<file path="config.mk">
export PLATFORM = sky130hd
export DESIGN_NAME = fetch_hazard_ctrl
export DESIGN_NICKNAME = d
export VERILOG_FILES = /design/src/rtl/fetch_hazard_ctrl_pkg.sv /design/src/rtl/fetch_hazard_ctrl_hazard_detect.sv /design/src/rtl/fetch_hazard_ctrl.sv
export SDC_FILE = /design/constraint.sdc
export NUM_CORES = 1
export LEC_CHECK = 0
export BUFFER_PORTS_ARGS = -buffer_cell sky130_fd_sc_hd__buf_2
export CORE_UTILIZATION = 40
export DETAILED_ROUTE_END_ITERATION = 10
export PLACE_DENSITY_LB_ADDON = 0.05
export SETUP_SLACK_MARGIN = 0.02
export SYNTH_ARGS = -nofsm -noshare
export SYNTH_HDL_FRONTEND = slang
export SYNTH_SLANG_ARGS = --single-unit
export TNS_END_PERCENT = 100
</file>
<file path="constraint.sdc">
create_clock -name clk -period 6.7 [get_ports clk]
set_input_delay 2.01 -clock clk [delete_from_list [all_inputs] [get_ports clk]]
set_output_delay 2.01 -clock clk [all_outputs]
set_load 0.05 [all_outputs]
</file>
<file path="src/rtl/fetch_hazard_ctrl_pkg.sv">
// Shared types for the fetch-stage controller: FSM encoding and register index constants.
package fetch_ctrl_pkg;
   localparam int REG_AW = 5;
   localparam logic [REG_AW-1:0] ZERO_REG = '0;

   typedef enum logic [1:0] {
      RUN   = 2'd0,
      DRAIN = 2'd1,
      HALT  = 2'd2
   } fsm_t;
endpackage

</file>
<file path="src/rtl/fetch_hazard_ctrl_hazard_detect.sv">
// Load-use and jr-operand hazard detection; purely combinational, 0-cycle latency.
// No flow control; register $zero never matches.
module hazard_detect #(
   parameter int REG_AW = 5
) (
   input  logic [REG_AW-1:0] id_rs,
   input  logic [REG_AW-1:0] id_rt,
   input  logic              id_use_rs,
   input  logic              id_use_rt,
   input  logic              id_jr,
   input  logic              ex_memread,
   input  logic              ex_regwrite,
   input  logic [REG_AW-1:0] ex_rd,
   input  logic              mem_memread,
   input  logic [REG_AW-1:0] mem_rd,
   output logic              lu_haz,
   output logic              jr_haz,
   output logic              stall
);
   import fetch_ctrl_pkg::*;

   logic ex_nz;
   logic mem_nz;

   assign ex_nz  = (ex_rd != REG_AW'(ZERO_REG));
   assign mem_nz = (mem_rd != REG_AW'(ZERO_REG));

   assign lu_haz = ex_memread && ex_nz &&
                   ((id_use_rs && id_rs == ex_rd) || (id_use_rt && id_rt == ex_rd));

   // jr reads rs in ID, so it must also wait out a load sitting in MEM.
   assign jr_haz = id_jr &&
                   ((ex_regwrite && ex_nz && id_rs == ex_rd) ||
                    (mem_memread && mem_nz && id_rs == mem_rd));

   assign stall = lu_haz || jr_haz;
endmodule

</file>
<file path="src/rtl/fetch_hazard_ctrl.sv">
// Fetch/front-end sequencer: redirect priority, hazard stalls, halt/drain/resume; 0-cycle control latency.
// Stalls hold PC and IF/ID; FETCH_HAZARD_CTRL_PERF_EN adds stall/redirect counters.
module fetch_hazard_ctrl #(
   parameter int REG_AW       = 5,
   parameter int DRAIN_CYCLES = 3
) (
   input  logic              clk,
   input  logic              rst,
   input  logic [REG_AW-1:0] id_rs,
   input  logic [REG_AW-1:0] id_rt,
   input  logic              id_use_rs,
   input  logic              id_use_rt,
   input  logic              id_jmp,
   input  logic              id_jr,
   input  logic              ex_memread,
   input  logic              ex_regwrite,
   input  logic [REG_AW-1:0] ex_rd,
   input  logic              mem_memread,
   input  logic [REG_AW-1:0] mem_rd,
   input  logic              ex_branch_taken,
   input  logic              halt_req,
   input  logic              resume,
   output logic              pc_en,
   output logic              fe_jmp,
   output logic              fe_jr,
   output logic              fe_branch,
   output logic              ifid_en,
   output logic              ifid_flush,
   output logic              idex_flush,
   output logic              halted,
   output logic [31:0]       stall_cnt,
   output logic [31:0]       flush_cnt
);
   import fetch_ctrl_pkg::*;

   localparam logic [3:0] DRAIN_INIT = 4'(DRAIN_CYCLES - 1);

   fsm_t       state;
   logic [3:0] drain_cnt;
   logic       lu_haz;
   logic       jr_haz;
   logic       stall;

   hazard_detect #(.REG_AW(REG_AW)) u_hazard (
      .id_rs       (id_rs),
      .id_rt       (id_rt),
      .id_use_rs   (id_use_rs),
      .id_use_rt   (id_use_rt),
      .id_jr       (id_jr),
      .ex_memread  (ex_memread),
      .ex_regwrite (ex_regwrite),
      .ex_rd       (ex_rd),
      .mem_memread (mem_memread),
      .mem_rd      (mem_rd),
      .lu_haz      (lu_haz),
      .jr_haz      (jr_haz),
      .stall       (stall)
   );

   always_ff @(posedge clk) begin
      if (rst) begin
         state     <= RUN;
         drain_cnt <= '0;
      end else begin
         case (state)
            RUN: begin
               if (halt_req) begin
                  state     <= DRAIN;
                  drain_cnt <= DRAIN_INIT;
               end
            end
            DRAIN: begin
               if (drain_cnt == 4'd0) state <= HALT;
               else                   drain_cnt <= drain_cnt - 4'd1;
            end
            HALT: begin
               if (resume) state <= RUN;
            end
            default: state <= RUN;
         endcase
      end
   end

   always_comb begin
      pc_en      = 1'b0;
      fe_jmp     = 1'b0;
      fe_jr      = 1'b0;
      fe_branch  = 1'b0;
      ifid_en    = 1'b0;
      ifid_flush = 1'b0;
      idex_flush = 1'b0;
      halted     = 1'b0;
      if (rst) begin
         ifid_flush = 1'b1;
         idex_flush = 1'b1;
      end else begin
         case (state)
            RUN: begin
               // A taken branch makes everything younger wrong-path, so it beats stalls and ID jumps.
               if (ex_branch_taken) begin
                  fe_branch  = 1'b1;
                  pc_en      = 1'b1;
                  ifid_flush = 1'b1;
                  idex_flush = 1'b1;
               end else if (stall) begin
                  idex_flush = 1'b1;
               end else if (id_jmp) begin
                  fe_jmp     = 1'b1;
                  pc_en      = 1'b1;
                  ifid_flush = 1'b1;
               end else if (id_jr) begin
                  fe_jr      = 1'b1;
                  pc_en      = 1'b1;
                  ifid_flush = 1'b1;
               end else begin
                  pc_en   = 1'b1;
                  ifid_en = 1'b1;
               end
            end
            DRAIN: begin
               ifid_flush = 1'b1;
               idex_flush = stall || ex_branch_taken;
               if (ex_branch_taken) begin
                  fe_branch = 1'b1;
                  pc_en     = 1'b1;
               end
            end
            HALT: begin
               halted     = 1'b1;
               ifid_flush = 1'b1;
               idex_flush = 1'b1;
            end
            default: begin
               ifid_flush = 1'b1;
               idex_flush = 1'b1;
            end
         endcase
      end
   end

`ifdef FETCH_HAZARD_CTRL_PERF_EN
   logic [31:0] stall_q;
   logic [31:0] flush_q;
   logic        run_stall;

   assign run_stall = (state == RUN) && !ex_branch_taken && stall;

   always_ff @(posedge clk) begin
      if (rst) begin
         stall_q <= '0;
         flush_q <= '0;
      end else begin
         if (run_stall)                    stall_q <= stall_q + 32'd1;
         if (fe_jmp || fe_jr || fe_branch) flush_q <= flush_q + 32'd1;
      end
   end

   assign stall_cnt = stall_q;
   assign flush_cnt = flush_q;
`else
   assign stall_cnt = '0;
   assign flush_cnt = '0;
`endif
endmodule

</file>
# Word-level counts from Yosys, hierarchy flattened
# Index checks and enable logic that the tools add are counted.
[classes] add_sub_neg=1 n_mux=42 n_reduce_logical=21 eq_ne=9
[op_table] cell="two-way mux 1 bit" count=33
[op_table] cell="equality test 5 bit" count=3
[op_table] cell="nonzero test 5 bit" count=2
[op_table] cell="logical AND 1 bit" count=9
[op_table] cell="two-way mux 4 bit" count=2
[op_table] cell="!= test 2 bit, second input constant" count=4
[op_table] cell="one-hot mux 4 bit (2 select lines)" count=1
[op_table] cell="two-way mux 2 bit" count=3
[op_table] cell="one-hot mux 2 bit (3 select lines)" count=1
[op_table] cell="AND reduction 3 bit" count=2
[op_table] cell="zero test 4 bit" count=1
[op_table] cell="logical OR 1 bit" count=4
[op_table] cell="one-hot mux 1 bit (2 select lines)" count=2
[op_table] cell="subtractor 4 x 1 -> 4 bit, second input constant" count=1
[op_table] cell="equality test 2 x 1 -> 1 bit, second input constant" count=1
[op_table] cell="equality test 2 bit, second input constant" count=1
[op_table] cell="zero test 2 bit" count=1
[op_table] cell="nonzero test 2 bit" count=1
[op_table] cell="OR reduction 2 bit" count=1
[totals] output_inout_bits=72 in_bits=32 elab_cells=75 regBits=6

# Logic depth before layout (Yosys ltp)
# Gate-level depths: netlist of run 1.
[logic_depth] ltp_word=10 depth_mapped=7 depth_no_buf=7

# Cells and area by module
# Synthesis of run 1 repeated with hierarchy kept, for this count alone.
[unflattened] hier_cells=153 area_unflattened_um2=1166.1
[by_module_without_submodules] module="fetch_hazard_ctrl" area_per_inst_um2=907.1 instances=1 cells_per_inst=118 seq_area_each_um2=120.1
[by_module_without_submodules] module="hazard_detect" area_per_inst_um2=259.0 instances=1 cells_per_inst=35 seq_area_each_um2=0.0

# Worst setup path before layout of run 1
# Ideal clock, no wire load.
[synth_timing] kind="input -> output" startpoint="in rst" endpoint="out pc_en" arrival_ps=3970 t_required_ps=4690 setup_slack_ps=720 path_buffers=1 stages=3 path_cell_list="clkbuf_1 nor3b_1 o21bai_1"
[synth_via] elab_chain_len=1
[synth_lines] item="start, declared" line_no="fetch_hazard_ctrl.sv:8" text="input logic rst,"
[synth_lines] item="two-way mux 1 bit" line_no="fetch_hazard_ctrl.sv:93" text="if (rst) begin"
[synth_lines] item="end, declared" line_no="fetch_hazard_ctrl.sv:23" text="output logic pc_en,"
# Every way passes these cells.

# Worst setup path after layout of run 1
[layout_timing] startpoint="in ex_rd[2]" endpoint="out idex_flush"
[layout_via] elab_chain_len=10 word_cells_on_any_way=18 classes_between="2 x eq/ne; 4 x mux; 12 x reduce/logical"
[layout_lines] item="start, declared" line_no="fetch_hazard_ctrl.sv:17" text="input logic [REG_AW-1:0] ex_rd,"
[layout_lines] item="nonzero test 5 bit" line_no="fetch_hazard_ctrl_hazard_detect.sv:25" text="assign ex_nz = (ex_rd != REG_AW'(ZERO_REG));"
[layout_lines] item="logical AND 1 bit (2 in series)" line_no="fetch_hazard_ctrl_hazard_detect.sv:33" text="((ex_regwrite && ex_nz && id_rs == ex_rd) ||"
[layout_lines] item="logical OR 1 bit" line_no="fetch_hazard_ctrl_hazard_detect.sv:33"
[layout_lines] item="logical AND 1 bit" line_no="fetch_hazard_ctrl_hazard_detect.sv:32" text="assign jr_haz = id_jr &&"
[layout_lines] item="logical OR 1 bit *" line_no="fetch_hazard_ctrl_hazard_detect.sv:36" text="assign stall = lu_haz || jr_haz;"
[layout_lines] item="two-way mux 1 bit" line_no="fetch_hazard_ctrl.sv:105" text="end else if (stall) begin"
[layout_lines] item="two-way mux 1 bit" line_no="fetch_hazard_ctrl.sv:100" text="if (ex_branch_taken) begin"
[layout_lines] item="one-hot mux 1 bit (2 select lines) *" line_no="fetch_hazard_ctrl.sv:97" text="case (state)"
[layout_lines] item="two-way mux 1 bit *" line_no="fetch_hazard_ctrl.sv:93"
[layout_lines] item="end, declared" line_no="fetch_hazard_ctrl.sv:29" text="output logic idex_flush,"
# Every way passes the cells marked *; elsewhere a longest branch is shown, timed or not.

==> impl_results.md, run 1 <==
* Fin. max-slew vios at 0
* Met1 Wirelength at 800 um
* Multiplexer share of the synthesized area at 0%
* Die area at 0.003005 mm2
* WHS at 0.5275 ns
* Post-cts resize count at 0
* Met2 WL at 982 um
* # hold bufs at CTS at 0
* GRT Total Usage at 11.89%
* Critical-path top delay cell: nor4_1
* Root buf cell: clkbuf_4
* Final setup margin at 1.213 ns
* Routed WL at 1.949 mm
* Max_cap viols at 0
* Status: completed
* Post-synthesis simple-gate area fraction at 20.52%
* Reg clk slew, reported paths at 0.04 ns
* Unique masters post-synth at 32
* Most used cell, CP: buf_2
* Die X at 54.82 um
* CP max FO at 5
* Num Clock Sinks at 6
* Critical Path RT at 4.69 ns
* Final TNS setup at 0 ns
* H-tree depth at 1
* FF+latch count, synth at 6
* Input/output buffers at 39
* Minimum clock period at 5.487 ns
* Maximum root-to-sink buffer count at 2
* I/O pins at 104
* Synth Area in Compound Gates at 9.641%
* GR Overflow Total at 0
* Xor/xnor share of the synthesized area at 12.56%
* Vias in the first global route at 609
* F_max at 182.3 MHz
* Largest net degree at the start of global routing at 11
* Maximum vdd drop at 0.1464 mV
* Vias/cell at 4.074
* Row count at 18
* DRT iter0 DRCs at 11
* Worst Hold Class: reg -> reg
* CP Capture Type: output pin
* Syn Area/Cell at 7.541 um2
* Final hold vios at 0
* Worst-Margin Slew at 0.5408 ns
* Clk_lat worst skew at 0.24 ns
* Slew headroom at 63.61%
* Antenna-violating nets left at 0
* DP Worst Slack at 1.202 ns
* Synth-to-Final Area Change at 0.3360%
* Chip Height at 54.82 um
* Sequential-to-total area share from yosys stat at 10.76%
* Post-synthesis adder-cell area fraction at 1.121%
* Fin util at 43.62%
* Arr. time, crit path at 3.48 ns
* Critical path class: in -> out
* Highest metal used: met3
* RSZ-0062 raised after global routing: false
* Final HPWL from detailed placement at 1.762 mm
* Worst setup SP type: input pin
* Top delay family on crit path: simple AND/OR/NAND/NOR gates
* Buffers and inverters on the worst path at 2
* Post-CTS setup buffers at 0
* Routed vias at 884
* Drt wl/cell at 8.982 um
* Final setup fails at 0
* First-pass GRT wire length at 2.518 mm
* Netlist Area Pre-Place at 0.001116 mm2
* GPL Wtd Cong at 0.7718
* Crit-path max cell delay at 0.52 ns
* Initial Util at 43.47%
* Nets at 222
* Cts bufs inserted at 3
* DRT Pass-1 Iters at 4
* Ys Warns at 0
* Mapped Cells at 148
* Initial antenna violation count at 0
* DRC violations left at 0
* TritonCTS clock tree: yes
* Final Skew at 0.003203 ns
* # diodes at 0
* Tcrit/Tclk final at 81.89%
* Pwr dens at 213.4 mW/mm2
* Largest family of logic cells by synthesized area: buffers and inverters
* Layout cells sized above 1 at 25.13%
* Met3 WL at 166 um
* Crit-path cells: buf_2, xor2_1, nor4_1, nand3_2, o211ai_2, or4_1, buf_2
* Core footprint at 0.002567 mm2
* Pleak at 0.6185 nW
[through the flow]
stage | power [mW] | area (um2) | std cells
after floorplan | 0.2125 | 1353 | 211
after global placement | 0.2063 | 1097 | 214
after detailed placement | 0.2068 | 1097 | 214
after CTS | 0.2407 | 1120 | 217
after global routing | 0.2554 | 1120 | 217
final | 0.2389 | 1120 | 217
[cells in the mapped netlist]
cell	n	area [um2]
buf_4	64	480.5
nor2_1	13	48.80
xor2_1	9	78.83
nand2_1	7	26.28
xnor2_1	7	61.31
dfxtp_1	6	120.1
inv_1	4	15.01
nor3_1	4	20.02
a21oi_1	3	15.01
nor4_1	3	18.77
a311oi_1	2	17.52
clkbuf_1	2	7.510
nand2b_1	2	12.51
nor3b_1	2	15.01
o21bai_1	2	15.01
or3_1	2	12.51
a211o_1	1	8.760
a211oi_1	1	7.510
a21o_1	1	7.510
a22o_1	1	8.760
a32o_1	1	10.01
and3_1	1	6.260
and3_4	1	11.26
conb_1	1	3.750
ha_1	1	12.51
nand3_2	1	10.01
nand4_4	1	21.27
nor2b_1	1	6.260
nor4_2	1	12.51
o211ai_2	1	12.51
o21ai_1	1	5.000
or4_1	1	7.510
[sequential cells by signal (all words and copies together) (netlist names)]
name	cells
drain_cnt	4
state	2
[per-layer routing]
layer,vias up,track usage [%]
li1,437,-
met1,392,14.59
met2,55,19.88
met3,0,5.278
met4,0,0.4274
met5,-,0
[area by class of cell]
| class | instances | area, um2 |
|---|---|---|
| fill | 276 | 1448 |
| multi-input combinational | 135 | 729.5 |
| clock buffer | 3 | 22.52 |
| sequential | 6 | 120.1 |
| inverter | 4 | 15.01 |
| tap | 30 | 37.54 |
| timing repair buffer | 39 | 195.2 |
[power by group]
part           switching [mW]  internal (mW)
Combinational           0.123         0.0330
Clock                  0.0120         0.0202
Sequential            0.00782         0.0426
Total                   0.143         0.0958
[cell families (layout without fill, tap and decap cells)]
kind of cell	count (synthesis)	in the layout
adder cells (fa/ha/maj)	1	1
AND/OR/NAND/NOR	40	40
buffers and inverters	70	46
flip-flops	6	6
XOR/XNOR	16	16
other	1	64
AO/OA/AOI/OAI	14	14
[cell usage in the layout, fill, tap and decap left out, drive strengths merged]
cell | Yosys | final
nor2 | 13 | 13
o21ai | 1 | 1
conb | 1 | 64
nor3b | 2 | 2
nor3 | 4 | 4
a21oi | 3 | 3
a22o | 1 | 1
a311oi | 2 | 2
and3 | 2 | 2
o21bai | 2 | 2
xnor2 | 7 | 7
a211o | 1 | 1
nand2b | 2 | 2
or3 | 2 | 2
or4 | 1 | 1
ha | 1 | 1
dfxtp | 6 | 6
buf | 64 | 39
nor2b | 1 | 1
inv | 4 | 4
nand4 | 1 | 1
o211ai | 1 | 1
a32o | 1 | 1
nand2 | 7 | 7
a211oi | 1 | 1
a21o | 1 | 1
xor2 | 9 | 9
nor4 | 4 | 4
nand3 | 1 | 1
clkbuf | 2 | 3
[tightest hold or removal path, stage by stage, from the launching register on]
cell     delay (ns)
dfxtp_1        0.34
xnor2_1        0.08
nor2_1         0.08
[final timing paths]
path,from,slack (ns),depth (start not counted),end
worst min register to register,drain_cnt[3],0.53,2,drain_cnt[3]
worst max-delay path,ex_rd[2],1.21,7,idex_flush
worst max register to register,drain_cnt[0],4.98,6,drain_cnt[1]
worst min-delay path,drain_cnt[3],0.53,2,drain_cnt[3]
Power figures use the tool's default switching activity.
==> run 2, diff against run 1 <==
--- a/config.mk
+++ b/config.mk
@@ -6,7 +6,7 @@
 export NUM_CORES = 1
 export LEC_CHECK = 0
 export BUFFER_PORTS_ARGS = -buffer_cell sky130_fd_sc_hd__buf_2
-export CORE_UTILIZATION = 40
+export CORE_UTILIZATION = 37
 export DETAILED_ROUTE_END_ITERATION = 10
 export PLACE_DENSITY_LB_ADDON = 0.05
 export SETUP_SLACK_MARGIN = 0.02
==> constraint.sdc (replaced) <==
create_clock -name clk -period 5.3 [get_ports clk]
set_input_delay 1.59 -clock clk [delete_from_list [all_inputs] [get_ports clk]]
set_output_delay 1.59 -clock clk [all_outputs]
set_load 0.05 [all_outputs]
==> impl_results.md, run 2 (synthesis gave the netlist of run 1 again) <==
* Status: finished, violations left
* Violations in the final reports: DRC
* Critical path class: in -> out
* Arr. time, crit path at 3.02 ns (-0.46 ns)
* Worst-Margin Slew at 0.5281 ns (-0.01269 ns)
* Post-cts resize count at 0 (unchanged)
* Die X at 56.92 um (+3.8%)
* Initial Util at 39.79% (-3.7 points)
* Worst r2r dst: drain_cnt[2]
* Tcrit/Tclk final at 86.94%
* Pleak at 0.6185 nW (unchanged)
* Routed WL at 1.943 mm (-0.31%)
* Synth-to-Final Area Change at 0.4489%
* Root buf cell: clkbuf_4
* Final Skew at 0.002544 ns (-0.0006597 ns)
* WHS at 0.5231 ns (-0.004456 ns)
* Placed cell count at 215 (+0.47%)
* Vias in the first global route at 668 (+9.7%)
* First-pass GRT wire length at 2.884 mm (+15%)
* # hold bufs at CTS at 0 (unchanged)
* Routed vias at 864 (-2.3%)
* WHS Path Cells at 2 (unchanged)
* Reg2reg start: drain_cnt[0]
* Pwr Total at 0.3041 mW (+27%)
* Fin. max-slew vios at 0 (unchanged)
* Top Registers: drain_cnt: 4 flops, state: 2 flops
* Flip-flop count of the largest register after layout at 4 (unchanged)
* Final setup margin at 0.6923 ns (-0.5210 ns)
* Die area at 0.003240 mm2 (+7.8%)
* Maximum vdd drop at 0.1740 mV (+19%)
* DRT Pass-1 Iters at 7 (+3)
* Maximum root-to-sink buffer count at 2 (unchanged)
* Cts bufs inserted at 3 (unchanged)
* RSZ-0062 raised after global routing: false
* Pint at 0.1213 mW (+27%)
* Worst Hold Class: reg -> reg
* Power share of the clock group at 13.8% (+0.3 points)
* Post-CTS setup buffers at 0 (unchanged)
* Max_cap viols at 0 (unchanged)
* Largest net degree at the start of global routing at 11 (unchanged)
* Fin util at 39.96% (-3.7 points)
* Pwr dens at 271.3 mW/mm2 (+27%)
* Vias/cell at 3.963 (-2.7%)
* Reg power frac at 21.0% (about the same)
* DP Worst Slack at 0.6878 ns (-0.5143 ns)
* Final non-filler cell total at 218 (+0.46%)
* Critical Path RT at 3.71 ns (-0.98 ns)
* Net Sw Power at 0.1828 mW (+28%)
* CP Capture Type: output pin
* GPL Wtd Cong at 0.8154 (+5.6%)
* Final HPWL from detailed placement at 1.766 mm (+0.24%)
* Final setup fails at 0 (unchanged)
* Initial antenna violation count at 0 (unchanged)
* CP max FO at 5 (unchanged)
* Placed cell areas at 0.001099 mm2 (+0.11%)
* Worst setup SP type: input pin
* Antenna-violating nets left at 0 (unchanged)
* TritonCTS clock tree: yes
* # diodes at 0 (unchanged)
* GR Overflow Total at 0 (unchanged)
* H-tree depth at 1 (unchanged)
* Commonest non-fill, non-tap cells in the layout: 64 x conb_1, 39 x buf_2, 13 x nor2_1
* Input/output buffers at 39 (unchanged)
* Chip Height at 56.92 um (+3.8%)
* Reg with most FFs: drain_cnt
* I/O pins at 104 (unchanged)
* Drt wl/cell at 8.913 um (-0.77%)
* GRT Total Usage at 11.43% (-0.45 points)
* DRT iter0 DRCs at 57 (+46)
* Core footprint at 0.002805 mm2 (+9.3%)
* Combinational power share at 65.2% (-0.2 points)
* Num Clock Sinks at 6 (unchanged)
* Minimum clock period at 4.608 ns
* Final TNS setup at 0 ns (unchanged)
* Row count at 19 (+1)
* Number of cells on the worst reg-to-reg path at 7 (+1)
* Hold_sp: drain_cnt[1]
* R2R setup slack at 3.55 ns (-1.43 ns)
* Most common cell after layout, fill and taps aside: conb_1
* End of the worst hold path: drain_cnt[1]
* Reg clk slew, reported paths at 0.04 ns (about the same)
* F_max at 217.0 MHz
* DRC violations left at 24 (+24)
* Clk_lat worst skew at 0.24 ns (about the same)
* Nets at 222 (unchanged)
* Layout cells sized above 1 at 25.13% (unchanged)
* Final hold vios at 0 (unchanged)
* Slew headroom at 64.58% (+0.97 points)
* Switching part of the total at 60.12% (+0.23 points)
* Layout Cell Area excl Fill at 0.001121 mm2 (+0.11%)
run 2: how the worst max path moves through the flow:
stage / cells past startpoint / to / start / slack, ns
finish: 7 / idex_flush / ex_rd[2] / 0.69
CTS: 7 / idex_flush / ex_rd[2] / 0.69
global route: 7 / idex_flush / ex_rd[2] / 0.56
global placement: 7 / idex_flush / ex_rd[0] / 0.70
detailed placement: 7 / idex_flush / ex_rd[2] / 0.69
floorplan: 3 / pc_en / rst / 0.16
run 2: layout make-up:
| type | count | area [um2] |
|---|---|---|
| Clock buffer | 3 | 22.52 |
| Fill cell | 306 | 1684 |
| Inverter | 4 | 15.01 |
| Multi-Input combinational cell | 135 | 729.5 |
| Sequential cell | 6 | 120.1 |
| Tap cell | 31 | 38.79 |
| Timing Repair Buffer | 39 | 195.2 |
run 2: metal layers:
| metal | vias up | wire length, um | track usage [%] |
|---|---|---|---|
| met5 | - | 0 | 0 |
| met4 | 0 | 0 | 1.045 |
| met3 | 0 | 174 | 4.378 |
| met2 | 50 | 1031 | 20.17 |
| met1 | 376 | 737 | 13.61 |
| li1 | 438 | - | - |
run 2: power groups by stage:
| stage | clock, mW | combinational, mW | sequential, mW |
|---|---|---|---|
| finish | 0.0418 | 0.198 | 0.0639 |
| detailed placement | 0 | 0.198 | 0.0645 |
| CTS | 0.0441 | 0.198 | 0.0638 |
| floorplan | 0 | 0.208 | 0.0608 |
| global route | 0.0467 | 0.213 | 0.0656 |
| global placement | 0 | 0.197 | 0.0641 |
run 2: critical path, stage by stage:
cell and delay, ns:
buf_2 0.12, xor2_1 0.15, nor4_1 0.49, nand3_2 0.13, o211ai_2 0.14, or4_1 0.14
buf_2 0.25
